File: src/rtl/vram_arbiter_pkg.sv
// ----------------------------------------------------------------------------
// vram_arbiter_pkg
// Shared definitions for the VRAM arbiter slice: the grant-state encoding used
// by the priority logic and the datapath, plus default bus widths.
// ----------------------------------------------------------------------------
package vram_arbiter_pkg;

    localparam int VRAM_AW = 16;
    localparam int VRAM_DW = 8;

    // Who owns the RAM port in the current cycle.
    typedef enum logic [1:0] {
        GNT_NONE = 2'b00,
        GNT_CPU  = 2'b01,
        GNT_VPU  = 2'b10
    } gnt_e;

endpackage

File: src/rtl/vram_arbiter_if.sv
// ----------------------------------------------------------------------------
// vram_arbiter_if
// Bundles the CPU bus, the VPU fetch port and the single-port RAM port.
//   slave  : arbiter view (takes requests and RAM read data, drives grants,
//            stalls, read returns and the RAM strobes)
//   master : requester/RAM view (the mirror image of slave)
// ----------------------------------------------------------------------------
interface vram_arbiter_if
    import vram_arbiter_pkg::*;
#(
    parameter int AW = VRAM_AW,
    parameter int DW = VRAM_DW
) ();

    logic          cpu_req;
    logic          cpu_rw;
    logic [AW-1:0] cpu_addr;
    logic [DW-1:0] cpu_wdata;
    logic          cpu_hold;
    logic [DW-1:0] cpu_rdata;
    logic          cpu_rvalid;

    logic          vpu_req;
    logic [AW-1:0] vpu_addr;
    logic          vpu_ack;
    logic [DW-1:0] vpu_rdata;
    logic          vpu_rvalid;

    logic          mem_cs;
    logic          mem_we;
    logic [AW-1:0] mem_addr;
    logic [DW-1:0] mem_wdata;
    logic [DW-1:0] mem_rdata;

    modport slave (
        input  cpu_req, cpu_rw, cpu_addr, cpu_wdata,
        input  vpu_req, vpu_addr,
        input  mem_rdata,
        output cpu_hold, cpu_rdata, cpu_rvalid,
        output vpu_ack, vpu_rdata, vpu_rvalid,
        output mem_cs, mem_we, mem_addr, mem_wdata
    );

    modport master (
        output cpu_req, cpu_rw, cpu_addr, cpu_wdata,
        output vpu_req, vpu_addr,
        output mem_rdata,
        input  cpu_hold, cpu_rdata, cpu_rvalid,
        input  vpu_ack, vpu_rdata, vpu_rvalid,
        input  mem_cs, mem_we, mem_addr, mem_wdata
    );

endinterface

File: src/rtl/vram_arbiter_arb_prio.sv
// ----------------------------------------------------------------------------
// vram_arbiter_arb_prio
// Grant decision and starvation guard. The VPU normally wins; once it has
// taken MAX_VPU_RUN grants in a row while the CPU was waiting, the CPU gets
// the next slot.
// Ports:
//   clk_i, rst_ni  clock, asynchronous active-low reset
//   cpu_req_i      CPU access presented
//   cpu_done_i     cycle after a CPU grant (the access is being retired)
//   vpu_req_i      VPU fetch wanted
//   gnt_o          registered grant state for the current cycle
// ----------------------------------------------------------------------------
module vram_arbiter_arb_prio
    import vram_arbiter_pkg::*;
#(
    parameter int MAX_VPU_RUN = 4
) (
    input  logic clk_i,
    input  logic rst_ni,
    input  logic cpu_req_i,
    input  logic cpu_done_i,
    input  logic vpu_req_i,
    output gnt_e gnt_o
);

    // The run counter is only 4 bits wide, so the limit must fit in it.
    if (MAX_VPU_RUN < 1 || MAX_VPU_RUN > 15) begin : g_bad_max_run
        $error("vram_arbiter_arb_prio: MAX_VPU_RUN must be in 1..15");
    end

    localparam logic [3:0] RunMax = 4'(MAX_VPU_RUN);

    gnt_e       gnt_q, gnt_d;
    logic [3:0] run_q, run_d;
    logic       cpuElig;

    // A held CPU access must not be granted again while it is in its grant or
    // done cycle; it stays on the bus until the gated CPU clock advances.
    assign cpuElig = cpu_req_i && !cpu_done_i && (gnt_q != GNT_CPU);

    // Priority pick for the next cycle. A VPU grant always implies an ack, so
    // the VPU has a fresh address whenever it keeps requesting and may be
    // granted every cycle; only the starvation limit can pre-empt it.
    always_comb begin
        gnt_d = GNT_NONE;
        if (cpuElig && (run_q == RunMax)) begin
            gnt_d = GNT_CPU;
        end else if (vpu_req_i) begin
            gnt_d = GNT_VPU;
        end else if (cpuElig) begin
            gnt_d = GNT_CPU;
        end
    end

    // Count VPU wins that made a waiting CPU wait longer; anything else
    // (CPU served or no CPU waiting) restarts the count.
    always_comb begin
        run_d = run_q;
        if (!cpuElig || (gnt_d == GNT_CPU)) begin
            run_d = 4'd0;
        end else if (gnt_d == GNT_VPU && run_q != RunMax) begin
            run_d = run_q + 4'd1;
        end
    end

    // Grant and run state registers.
    always_ff @(posedge clk_i or negedge rst_ni) begin
        if (!rst_ni) begin
            gnt_q <= GNT_NONE;
            run_q <= 4'd0;
        end else begin
            gnt_q <= gnt_d;
            run_q <= run_d;
        end
    end

    assign gnt_o = gnt_q;

endmodule

File: src/rtl/vram_arbiter.sv
// ----------------------------------------------------------------------------
// vram_arbiter
// Shares one single-port synchronous RAM (1-cycle read latency) between the
// CPU bus and the VPU scan-out fetcher. The CPU is stalled with cpu_hold,
// which gates its clock.
// Ports:
//   clk_i, rst_ni  clock, asynchronous active-low reset
//   bus (slave)    CPU request/stall/read-return, VPU fetch/ack/read-return,
//                  RAM strobes and read data
// ----------------------------------------------------------------------------
module vram_arbiter
    import vram_arbiter_pkg::*;
#(
    parameter int AW          = VRAM_AW,
    parameter int DW          = VRAM_DW,
    parameter int MAX_VPU_RUN = 4
) (
    input  logic           clk_i,
    input  logic           rst_ni,
    vram_arbiter_if.slave  bus
);

    gnt_e          gnt;
    logic          cpuDone_q;
    logic          cpuRvalid_q;
    logic          vpuRvalid_q;
    logic [AW-1:0] memAddr;
    logic [DW-1:0] memWdata;

    vram_arbiter_arb_prio #(
        .MAX_VPU_RUN (MAX_VPU_RUN)
    ) u_arb_prio (
        .clk_i      (clk_i),
        .rst_ni     (rst_ni),
        .cpu_req_i  (bus.cpu_req),
        .cpu_done_i (cpuDone_q),
        .vpu_req_i  (bus.vpu_req),
        .gnt_o      (gnt)
    );

    // RAM address/data steering; an idle port shows all zeros.
    always_comb begin
        memAddr  = '0;
        memWdata = '0;
        case (gnt)
            GNT_CPU: begin
                memAddr  = bus.cpu_addr;
                memWdata = bus.cpu_wdata;
            end
            GNT_VPU: begin
                memAddr  = bus.vpu_addr;
                memWdata = bus.cpu_wdata;
            end
            default: ;
        endcase
    end

    assign bus.mem_cs    = (gnt != GNT_NONE);
    assign bus.mem_we    = (gnt == GNT_CPU) && !bus.cpu_rw;
    assign bus.mem_addr  = memAddr;
    assign bus.mem_wdata = memWdata;
    assign bus.vpu_ack   = (gnt == GNT_VPU);

    // Track which requester owns the RAM output next cycle, and flag the CPU
    // done cycle. Reset drops any read that is still in flight.
    always_ff @(posedge clk_i or negedge rst_ni) begin
        if (!rst_ni) begin
            cpuDone_q   <= 1'b0;
            cpuRvalid_q <= 1'b0;
            vpuRvalid_q <= 1'b0;
        end else begin
            cpuDone_q   <= (gnt == GNT_CPU);
            cpuRvalid_q <= (gnt == GNT_CPU) && bus.cpu_rw;
            vpuRvalid_q <= (gnt == GNT_VPU);
        end
    end

    // The CPU clock only advances in the done cycle.
    assign bus.cpu_hold   = bus.cpu_req && !cpuDone_q;

    assign bus.cpu_rvalid = cpuRvalid_q;
    assign bus.vpu_rvalid = vpuRvalid_q;
    assign bus.cpu_rdata  = cpuRvalid_q ? bus.mem_rdata : '0;
    assign bus.vpu_rdata  = vpuRvalid_q ? bus.mem_rdata : '0;

endmodule

File: src/flat_wrapper.sv
// flat-port wrapper written by rule: the top's interface ports become plain ports
module vram_arbiter_flat import vram_arbiter_pkg::*;
#(
    parameter int AW          = VRAM_AW,
    parameter int DW          = VRAM_DW,
    parameter int MAX_VPU_RUN = 4
)
  (clk_i, rst_ni, bus_cpu_req, bus_cpu_rw, bus_cpu_addr, bus_cpu_wdata, bus_vpu_req, bus_vpu_addr, bus_mem_rdata, bus_cpu_hold, bus_cpu_rdata, bus_cpu_rvalid, bus_vpu_ack, bus_vpu_rdata, bus_vpu_rvalid, bus_mem_cs, bus_mem_we, bus_mem_addr, bus_mem_wdata);
  vram_arbiter_if #(.AW(AW), .DW(DW)) bus_i ();
  input  logic clk_i;
  input  logic rst_ni;
  input wire logic [$bits(bus_i.cpu_req)-1:0] bus_cpu_req;
  input wire logic [$bits(bus_i.cpu_rw)-1:0] bus_cpu_rw;
  input wire logic [$bits(bus_i.cpu_addr)-1:0] bus_cpu_addr;
  input wire logic [$bits(bus_i.cpu_wdata)-1:0] bus_cpu_wdata;
  input wire logic [$bits(bus_i.vpu_req)-1:0] bus_vpu_req;
  input wire logic [$bits(bus_i.vpu_addr)-1:0] bus_vpu_addr;
  input wire logic [$bits(bus_i.mem_rdata)-1:0] bus_mem_rdata;
  output wire logic [$bits(bus_i.cpu_hold)-1:0] bus_cpu_hold;
  output wire logic [$bits(bus_i.cpu_rdata)-1:0] bus_cpu_rdata;
  output wire logic [$bits(bus_i.cpu_rvalid)-1:0] bus_cpu_rvalid;
  output wire logic [$bits(bus_i.vpu_ack)-1:0] bus_vpu_ack;
  output wire logic [$bits(bus_i.vpu_rdata)-1:0] bus_vpu_rdata;
  output wire logic [$bits(bus_i.vpu_rvalid)-1:0] bus_vpu_rvalid;
  output wire logic [$bits(bus_i.mem_cs)-1:0] bus_mem_cs;
  output wire logic [$bits(bus_i.mem_we)-1:0] bus_mem_we;
  output wire logic [$bits(bus_i.mem_addr)-1:0] bus_mem_addr;
  output wire logic [$bits(bus_i.mem_wdata)-1:0] bus_mem_wdata;
  assign bus_i.cpu_req = bus_cpu_req;
  assign bus_i.cpu_rw = bus_cpu_rw;
  assign bus_i.cpu_addr = bus_cpu_addr;
  assign bus_i.cpu_wdata = bus_cpu_wdata;
  assign bus_i.vpu_req = bus_vpu_req;
  assign bus_i.vpu_addr = bus_vpu_addr;
  assign bus_i.mem_rdata = bus_mem_rdata;
  assign bus_cpu_hold = bus_i.cpu_hold;
  assign bus_cpu_rdata = bus_i.cpu_rdata;
  assign bus_cpu_rvalid = bus_i.cpu_rvalid;
  assign bus_vpu_ack = bus_i.vpu_ack;
  assign bus_vpu_rdata = bus_i.vpu_rdata;
  assign bus_vpu_rvalid = bus_i.vpu_rvalid;
  assign bus_mem_cs = bus_i.mem_cs;
  assign bus_mem_we = bus_i.mem_we;
  assign bus_mem_addr = bus_i.mem_addr;
  assign bus_mem_wdata = bus_i.mem_wdata;
  vram_arbiter #(.AW(AW), .DW(DW), .MAX_VPU_RUN(MAX_VPU_RUN)) u_core (.clk_i(clk_i), .rst_ni(rst_ni), .bus(bus_i));
endmodule
File: config.mk
export PLATFORM = sky130hd
export DESIGN_NAME = vram_arbiter_flat
export DESIGN_NICKNAME = d
export VERILOG_FILES = /design/src/rtl/vram_arbiter_pkg.sv /design/src/rtl/vram_arbiter_if.sv /design/src/rtl/vram_arbiter_arb_prio.sv /design/src/rtl/vram_arbiter.sv /design/src/flat_wrapper.sv
export SDC_FILE = /design/constraint.sdc
export NUM_CORES = 1
export LEC_CHECK = 0
export ABC_AREA = 1
export BUFFER_PORTS_ARGS = -buffer_cell sky130_fd_sc_hd__buf_2
export CELL_PAD_IN_SITES_DETAIL_PLACEMENT = 0
export CELL_PAD_IN_SITES_GLOBAL_PLACEMENT = 2
export CORE_MARGIN = 8
export CORE_UTILIZATION = 16
export CTS_CLUSTER_DIAMETER = 200
export DETAILED_ROUTE_END_ITERATION = 7
export PLACE_DENSITY = 0.81
export SETUP_SLACK_MARGIN = 0.02
export SLEW_MARGIN = 10
export SYNTH_ARGS = -nofsm -noshare
export SYNTH_HDL_FRONTEND = slang
export SYNTH_SLANG_ARGS = --single-unit
File: constraint.sdc
create_clock -name clk_i -period 1.7 [get_ports clk_i]
set_input_delay 0.085 -clock clk_i [delete_from_list [all_inputs] [get_ports clk_i]]
set_output_delay 0.085 -clock clk_i [all_outputs]
set_load 0.05 [all_outputs]
==> qor.yml <==
timing:
  setup_viol: 0
  fin_ws_ps: 95.2
  grt_setup_unrepaired: "no"
  period_needed_ps: 1600
  period_share_pct: 94.4
  report.final.slew_viol_count: 0
  tns_ps: 0
  hold_viol_final: 0
  fin_skew_ps: 0.604
  tightest_slew_ps: 296
  max_clock_freq_mhz: 623
  relSlewSlack_pct: 80.3
cts:
  clk_pin_slew_ps: 40
  cts.sinks: 9
  cts_tree: "yes"
  cts_inserted_buffers: 3
  insertion_delay_ps: 220
  cts-htree-levels: 1
  cts_buffer_depth: 2
  cts-root-buf: "clkbuf_8"
placement:
  dp_cells: 318
  placed_cell_area_mm2: 0.00160
  place_ws_ps: 101
  gp_congestion: 0.727
  portBuffers: 98
  detailed_place_hpwl_mm: 3.03
drt:
  drtPass1Iterations: 3
  drcViolationCount: 0
  routed_wl_mm: 3.77
  vias: 1213
  ant_nets: 0
  drtIter0Drc: 16
  viasPerCell: 3.73
  wl_per_cell_um: 11.6
grt:
  grt_max_degree: 19
  grt_first_pass_wirelength_mm: 5.55
  overflow: 0
  antenna_found_initial: 0
  grt_pass1_vias: 1195
  track_usage_pct: 7.85
synth:
  synthesis.nets: 208
  seq_area_frac_synth_pct: 23.8
  synthXorXnorAreaFrac_pct: 0.927
  ys_ff_latch: 9
  yosysWarnings: 0
  synth.cell_area_um2: 945
  yosys-mux-area-fraction_pct: 0
  synth-compound-area-share_pct: 13.0
  synthSimpleGateAreaFrac_pct: 32.8
  synth_top_family_by_area: "simple AND/OR/NAND/NOR gates"
  ys_types: 18
  avgSynthCellArea_um2: 6.30
  syn_inst: 150
  synthAdderAreaFrac_pct: 6.62
finish:
  antenna_cells: 0
  syn_to_final_growth_pct: 90.6
  drive_above_1_share_pct: 54.8
  final_cells: 325
  nets: 309
  post-route-cell-area_mm2: 0.00180
pwr:
  p_leak_nw: 1.07
  internal-power_mw: 0.604
  power_mw: 1.16
  seq_power_share_pct: 20.5
  powerDensity_mw_per_mm2: 646
  swShare_pct: 48.1
  switchingPower_mw: 0.560
  ir_drop_mv: 0.256
  combPwrFrac_pct: 59.1
  clkPwrFrac_pct: 20.4
die:
  pin_count: 99
  core_mm2: 0.00582
  num_rows: 28
  die_h_um: 92.8
  start_util_pct: 16.2
  dieArea_mm2: 0.00862
  die_x_um: 92.8
hold_path:
  whs_endpoint: "u_core.bus.cpu_rvalid"
  hp-class: "in -> reg"
  hold_start: "bus_cpu_rw"
  hold_depth: 3
status:
  status: "finished, final reports clean"
critical_path:
  crit_required_ps: 1620
  worst_setup_path_start_kind: "register"
  crit_fanout: 8
  critPathCaptureType: "output port"
  path_cells: "inv_2, ha_4, clkbuf_16, nand2_2, a21oi_2, clkbuf_4"
  crit_path_top_delay_cell: "dfrtp_1"
  r2r-end: "u_core.u_arb_prio.run_q[2]"
  reg2reg_slack_ps: 440
  crit_type: "reg -> out"
  critPathArrivalTime_ps: 1520
  timing.rr.start: "u_core.u_arb_prio.gnt_o[1]"
  cpPeakStageDelay_ps: 410
  r2r_cells: 6
run:
  drv_cap: 0
-- timing repair --
item,in CTS,in global routing
pin swaps,0,1
setup endpoints to repair,16,25
resized for setup,13,32
endpoints found under the hold margin,9,0
buffers inserted,0,1
gates cloned,0,1
hold buffers,1,0
-- how the worst max path moves through the flow --
stage | startpoint | endpoint | depth (start not counted)
floorplan | u_core.u_arb_prio.gnt_o[1] | bus_mem_we | 6
global placement | u_core.u_arb_prio.gnt_o[0] | bus_mem_addr[15] | 5
detailed placement | u_core.u_arb_prio.gnt_o[0] | bus_mem_addr[5] | 5
CTS | u_core.u_arb_prio.gnt_o[1] | bus_mem_addr[15] | 5
global route | u_core.u_arb_prio.gnt_o[1] | bus_mem_addr[10] | 6
finish | u_core.u_arb_prio.gnt_o[1] | bus_mem_addr[13] | 6
-- critical path, delay by kind of cell, from the launching register on --
kind | cells | cell delay, ps
buffers and inverters | 3 | 520
flip-flops | 1 | 410
adder cells (fa/ha/maj) | 1 | 180
AO/OA/AOI/OAI | 1 | 120
AND/OR/NAND/NOR | 1 | 60
-- power by group through the flow --
stage | clock, mW | sequential [mW] | combinational (mW)
CTS | 0.247 | 0.238 | 0.655
floorplan | 0 | 0.242 | 0.469
finish | 0.237 | 0.239 | 0.687
global placement | 0 | 0.240 | 0.628
detailed placement | 0 | 0.241 | 0.631
global route | 0.263 | 0.241 | 0.730
-- cells by family after synthesis --
group,Yosys count
buf+inv,45
simple gates,73
flops,9
compound gates,17
fa+ha+maj,5
xor+xnor,1
-- placed cells by master (no fill, tap or decap), types with 2 or more instances in the layout --
master,n
nand2_2,7
buf_2,74
nand2_1,56
buf_4,15
nor2_1,5
clkbuf_8,3
buf_6,2
inv_2,2
ha_4,3
ha_1,2
a21oi_4,11
clkbuf_4,9
nand3_1,2
a21oi_2,5
dfrtp_1,9
inv_1,34
-- state kept, by name, indices dropped and copies added, names as in the netlist --
signal / flops
u_core.bus.cpu_rvalid: 1
u_core.bus.vpu_rvalid: 1
u_core.cpuDone_q: 1
u_core.u_arb_prio.gnt_o: 2
u_core.u_arb_prio.run_q: 4
-- area by class of cell --
| cell class | instances | area, um2 |
|---|---|---|
| clock buffers | 4 | 45.0 |
| inverters | 37 | 146 |
| well taps | 75 | 93.8 |
| flip-flops and latches | 9 | 225 |
| repair buffers | 104 | 643 |
| multi-input cells | 96 | 647 |
| fillers | 660 | 4020 |
-- layer usage --
| layer | GRT usage, % | part of all wire, % | vias to the layer above |
|---|---|---|---|
| li1 | - | - | 631 |
| met1 | 8.44 | 38 | 525 |
| met2 | 14.2 | 51 | 53 |
| met3 | 2.27 | 9.9 | 4 |
| met4 | 2.82 | 1.1 | 0 |
| met5 | 0 | 0 | - |
-- cells in the mapped netlist, drive strengths merged --
master  number  area (um2)
nand2       63         254
inv         37         139
clkbuf       2        7.51
a21oi       17         123
ha           5        62.6
nor2         6        30.0
nand4        1        6.26
buf          6        68.8
dfrtp        9         225
nand3        3        20.0
xnor2        1        8.76
-- through the flow --
stage | util, % | hold WS [ps]
4_1_cts | 29.1 | 62.8
2_1_floorplan | - | -211
3_3_place_gp | 27.4 | -48.4
6_report | 31.0 | 68.8
3_5_place_dp | 27.4 | -50.4
5_1_grt | 31.0 | 73.3
Power figures use the tool's default switching activity.
